==> src/rtl/mult_share_arbiter.sv <==
// mult_share_arbiter: round-robin sharing of one combinational multiplier
// among NREQ requesters. Operands are registered onto the multiplier inputs,
// the product is given SETTLE_CYC cycles to settle, then captured into a
// held response that stays stable until the consumer takes it.
module mult_share_arbiter #(
  parameter int WIDTH      = 16,
  parameter int OUTWIDTH   = 32,
  parameter int NREQ       = 4,
  parameter int ID_W       = 2,
  parameter int SETTLE_CYC = 1,
  parameter int CNT_W      = 16
) (
  input  logic                  clk,
  input  logic                  rst_n,
  input  logic [NREQ-1:0]       req_valid,
  output logic [NREQ-1:0]       req_ready,
  input  logic [NREQ*WIDTH-1:0] req_a,
  input  logic [NREQ*WIDTH-1:0] req_b,
  output logic [WIDTH-1:0]      mul_in1,
  output logic [WIDTH-1:0]      mul_in2,
  input  logic [OUTWIDTH-1:0]   mul_p,
  output logic                  rsp_valid,
  input  logic                  rsp_ready,
  output logic [OUTWIDTH-1:0]   rsp_p,
  output logic [ID_W-1:0]       rsp_id,
  output logic                  busy,
  output logic [CNT_W-1:0]      op_count
);

  // Settle counter holds values 0..SETTLE_CYC-1.
  localparam int SC_W = (SETTLE_CYC > 1) ? $clog2(SETTLE_CYC) : 1;

  typedef enum logic [1:0] {
    IDLE   = 2'd0,
    SETTLE = 2'd1,
    RESP   = 2'd2
  } state_t;

  state_t            state;
  state_t            state_next;
  logic [ID_W-1:0]   rr_ptr;
  logic [ID_W-1:0]   grant;
  logic              found;
  logic              accept;
  logic              capture;
  logic              release_rsp;
  logic [SC_W-1:0]   cnt;

  // Requester index (base + off) modulo NREQ.
  function automatic logic [ID_W-1:0] wrap_add(input logic [ID_W-1:0] base,
                                               input int unsigned off);
    int unsigned s;
    s = 32'(base) + off;
    return ID_W'(s % NREQ);
  endfunction

  // Round-robin search: first valid requester starting at rr_ptr.
  always_comb begin
    grant = '0;
    found = 1'b0;
    for (int unsigned off = 0; off < NREQ; off++) begin
      if (!found && req_valid[wrap_add(rr_ptr, off)]) begin
        grant = wrap_add(rr_ptr, off);
        found = 1'b1;
      end
    end
  end

  // Next-state logic and the one-hot accept strobe (held off during reset).
  always_comb begin
    state_next  = state;
    req_ready   = '0;
    accept      = 1'b0;
    capture     = 1'b0;
    release_rsp = 1'b0;
    case (state)
      IDLE: begin
        if (found && rst_n) begin
          req_ready[grant] = 1'b1;
          accept           = 1'b1;
          state_next       = SETTLE;
        end
      end
      SETTLE: begin
        if (cnt == '0) begin
          capture    = 1'b1;
          state_next = RESP;
        end
      end
      RESP: begin
        if (rsp_ready) begin
          release_rsp = 1'b1;
          state_next  = IDLE;
        end
      end
      default: state_next = IDLE;
    endcase
  end

  // State register.
  always_ff @(posedge clk or negedge rst_n) begin
    if (!rst_n) begin
      state <= IDLE;
    end else begin
      state <= state_next;
    end
  end

  // Operand launch, settle countdown, product capture and completion count.
  always_ff @(posedge clk or negedge rst_n) begin
    if (!rst_n) begin
      mul_in1   <= '0;
      mul_in2   <= '0;
      rsp_valid <= 1'b0;
      rsp_p     <= '0;
      rsp_id    <= '0;
      op_count  <= '0;
      rr_ptr    <= '0;
      cnt       <= '0;
    end else begin
      if (accept) begin
        mul_in1 <= req_a[grant*WIDTH +: WIDTH];
        mul_in2 <= req_b[grant*WIDTH +: WIDTH];
        rsp_id  <= grant;
        rr_ptr  <= wrap_add(grant, 1);
        cnt     <= SC_W'(SETTLE_CYC - 1);
      end
      if (state == SETTLE && !capture) begin
        cnt <= cnt - 1'b1;
      end
      if (capture) begin
        rsp_p     <= mul_p;
        rsp_valid <= 1'b1;
      end
      if (release_rsp) begin
        rsp_valid <= 1'b0;
        op_count  <= op_count + 1'b1;
      end
    end
  end

  assign busy = (state != IDLE);

endmodule

==> config.mk <==
export PLATFORM = sky130hd
export DESIGN_NAME = mult_share_arbiter
export DESIGN_NICKNAME = d
export VERILOG_FILES = /design/src/rtl/mult_share_arbiter.sv
export SDC_FILE = /design/constraint.sdc
export NUM_CORES = 1
export LEC_CHECK = 0
export CELL_PAD_IN_SITES_DETAIL_PLACEMENT = 1
export CELL_PAD_IN_SITES_GLOBAL_PLACEMENT = 1
export CORE_AREA = 10 10 136 138
export DETAILED_ROUTE_END_ITERATION = 10
export DIE_AREA = 0 0 146 148
export PLACE_DENSITY_LB_ADDON = 0.1
export RECOVER_POWER = 100
export SYNTH_ARGS = -nofsm -noshare
export SYNTH_HDL_FRONTEND = slang
export SYNTH_SLANG_ARGS = --single-unit
==> constraint.sdc <==
create_clock -name clk -period 3.3 [get_ports clk]
set_clock_uncertainty 0.2 [all_clocks]
set_input_delay 0.99 -clock clk [delete_from_list [all_inputs] [get_ports clk]]
set_output_delay 0.99 -clock clk [all_outputs]
set_load 0.01 [all_outputs]
==> impl_metrics.tcl <==
set metrics [dict create \
    ir_drop_v 0.000371 \
    synth_ff_type "dfrtp_1" \
    synth_cell_types 37 \
    met2_length_mm 9.11 \
    crit_required_ps 2110 \
    fmax_mhz 306 \
    ys_seq_elements 88 \
    antenna_found_initial 0 \
    syn2layout_area_growth_pct 72.3 \
    grt_usage_pct 15.5 \
    fp.dieW_microns 146 \
    synth_area_sq_um 4500 \
    clk_pin_slew_worst_paths_ps 70 \
    critPathMaxFanout 4 \
    finalNetCount 794 \
    ios 255 \
    period_needed_ps 3270 \
    antenna_cells 0 \
    coreArea_sq_um 15700 \
    critPathLaunchType "input port" \
    layout-drive-gt1-share_pct 19.7 \
    row_count 46 \
    top_layer_used "met4" \
    cts_tree "done" \
    vias 3950 \
    drc_errors 0 \
    hold_viol 0 \
    first_global_vias 4541 \
    avgRoutedWirePerCell_microns 20.3 \
    setup_ws_ps 27.4 \
    cap_violations 0 \
    fillCellCount 1659 \
    design_area_sq_um 7750 \
    die_area_sq_um 21600 \
    met1Wirelength_mm 6.37 \
    hp-class "reg -> reg" \
    synth_fp_nets 525 \
    clock-root-buffer "clkbuf_16" \
    die_h_microns 148 \
    critPathKind "in -> out" \
    first_iter_violations 99 \
    h-tree-depth 3 \
    worst-slew-pin-transition_ps 885 \
    postSynthCellCount 357 \
    setup_viol 0 \
    period_share_pct 99.2 \
    dpl-instance-area_sq_um 7330 \
    finalPower_mw 5.96 \
    cts_buffers 9 \
    io_buffers 254 \
    outcome "finished clean" \
    clk_latency_ps 340 \
    firstDrtPassIters 3 \
    leakage_nw 3.31 \
    start_util_pct 28.6 \
    rsz0062_at_grt "yes" \
    preCtsSetupSlack_ps -875 \
    wirelength_mm 17.2 \
    gp_congestion 0.759 \
    power_per_cell_area_nw_per_um2 769 \
    holdWs_ps 275 \
    grt_pass1_wl_mm 26.2 \
    final_cells 847 \
    endpoint_kind "output pin" \
    setup_tns_ps 0 \
    synth_edf_count 0 \
    ys_warn_count 0 \
    ys_seq_area_share_pct 49.0 \
    place_hpwl_mm 13.5 \
    holdBufCountCts 0 \
    placed_cells 824 \
    postRouteAntennaNets 0 \
    grt_max_degree 64 \
    async_flop_share_pct 100 \
    cts.sinks 88 \
    vias_per_cell 4.66 \
    synth_area_per_cell_sq_um 12.6 \
    utilization_pct 49.3 \
    overflow 0 \
    slew_violations 0 \
    cts_max_path_buffers 2 \
    wl_met3_mm 1.53 \
    crit_arrival_ps 2080 \
    slew_headroom_pct 41.0 \
]
metal layers:
layer | vias to the layer above | GRT usage [%]
met5 | - | 0
met4 | 0 | 4.60
met3 | 14 | 6.93
met2 | 136 | 27.7
met1 | 1964 | 16.0
li1 | 1836 | -
sequential cells by signal, summed over array words and instances, names as in the netlist:
name	cells
op_count	16
rsp_valid	1
mul_in2	16
rsp_p	32
rr_ptr	2
cnt	1
mul_in1	16
state	2
rsp_id	2
what timing repair did:
| item | 4_1_cts | 5_1_grt |
|---|---|---|
| hold endpoints to repair | 0 | 0 |
| cloned | 0 | 0 |
| resized for setup | 51 | 9 |
| setup buffers | 6 | 1 |
| pin swaps | 8 | 7 |
| endpoints found under the setup margin | 30 | 3 |
cells in the final DEF (no fill, tap or decap), types with 3 or more instances in the layout:
| cell type | Yosys | layout |
|---|---|---|
| clkdlybuf4s50_1 | 0 | 244 |
| dfrtp_1 | 88 | 88 |
| mux2i_1 | 64 | 64 |
| nand2_1 | 46 | 46 |
| mux2_2 | 32 | 32 |
| o221ai_2 | 29 | 29 |
| buf_4 | 4 | 19 |
| xnor2_1 | 11 | 11 |
| nor2_1 | 10 | 9 |
| clkbuf_16 | 0 | 9 |
| inv_1 | 6 | 6 |
| buf_6 | 6 | 6 |
| nand4_1 | 5 | 5 |
| xor2_1 | 5 | 5 |
| nand2b_1 | 4 | 3 |
| o221ai_1 | 3 | 3 |
| a21o_1 | 3 | 3 |
| buf_2 | 7 | 3 |
| buf_12 | 0 | 3 |
Yosys cell counts, types with 2 or more instances:
cell type  instances  share of area (%)
nand2b_1           4               0.56
mux2_2            32                8.0
xnor2_1           11                2.1
o21ai_0            2               0.22
nand2_1           46                3.8
nand4_1            5               0.70
buf_2              7               0.78
o221ai_2          29                9.7
buf_4              4               0.67
buf_6              6                1.5
nand3_1            2               0.22
xor2_1             5               0.97
mux2i_1           64                 14
dfrtp_1           88                 49
inv_1              6               0.50
or2_1              2               0.28
nor3_1             5               0.56
a21oi_1            3               0.33
and3_1             2               0.28
a21o_1             3               0.50
nor2_1            10               0.84
o221ai_1           3               0.58
clkbuf_1           4               0.33
cell type report:
class	count	area (sq um)	share of cell area, %
Sequential cell	88	2200	28.4
Tap cell	216	270	3.49
Clock inverter	5	41.3	0.533
Multi-Input combinational cell	242	2210	28.5
Inverter	6	22.5	0.291
Timing Repair Buffer	279	2760	35.6
Clock buffer	11	243	3.13
report_power, final:
| group | switching, mW | internal [mW] |
|---|---|---|
| Combinational | 1.40 | 1.78 |
| Sequential | 0.264 | 1.53 |
| Clock | 0.449 | 0.537 |
critical path, cell delays in order:
cell and delay [ps]:
buf_8 110, a21oi_4 160, nor3_4 60, or3_4 410, nor3_4 210, buf_6 140
path summary, 6_finish.rpt:
kind | start | to | slack [ps] | cells after the start
min | op_count[15] | op_count[15] | 270 | 1
max in group asynchronous | rst_n | mul_in2[7] | 1090 | 3
max reg2reg | rr_ptr[0] | mul_in2[15] | 730 | 7
min in group asynchronous | rst_n | op_count[2] | 630 | 2
max | req_valid[0] | req_ready[3] | 30 | 6
min reg2reg | op_count[15] | op_count[15] | 270 | 1
cells by family (layout without fill, tap and decap cells):
kind of cell,count (synthesis),in the layout,synth area share [%]
AND/OR/NAND/NOR,86,86,9.21
XOR/XNOR,16,16,3.12
buffers and inverters,27,301,3.78
adder cells (fa/ha/maj),1,1,0.278
multiplexers,96,96,22.3
flip-flops,88,88,49.0
AO/OA/AOI/OAI,43,43,12.4
(Power assumes the default switching activity.)
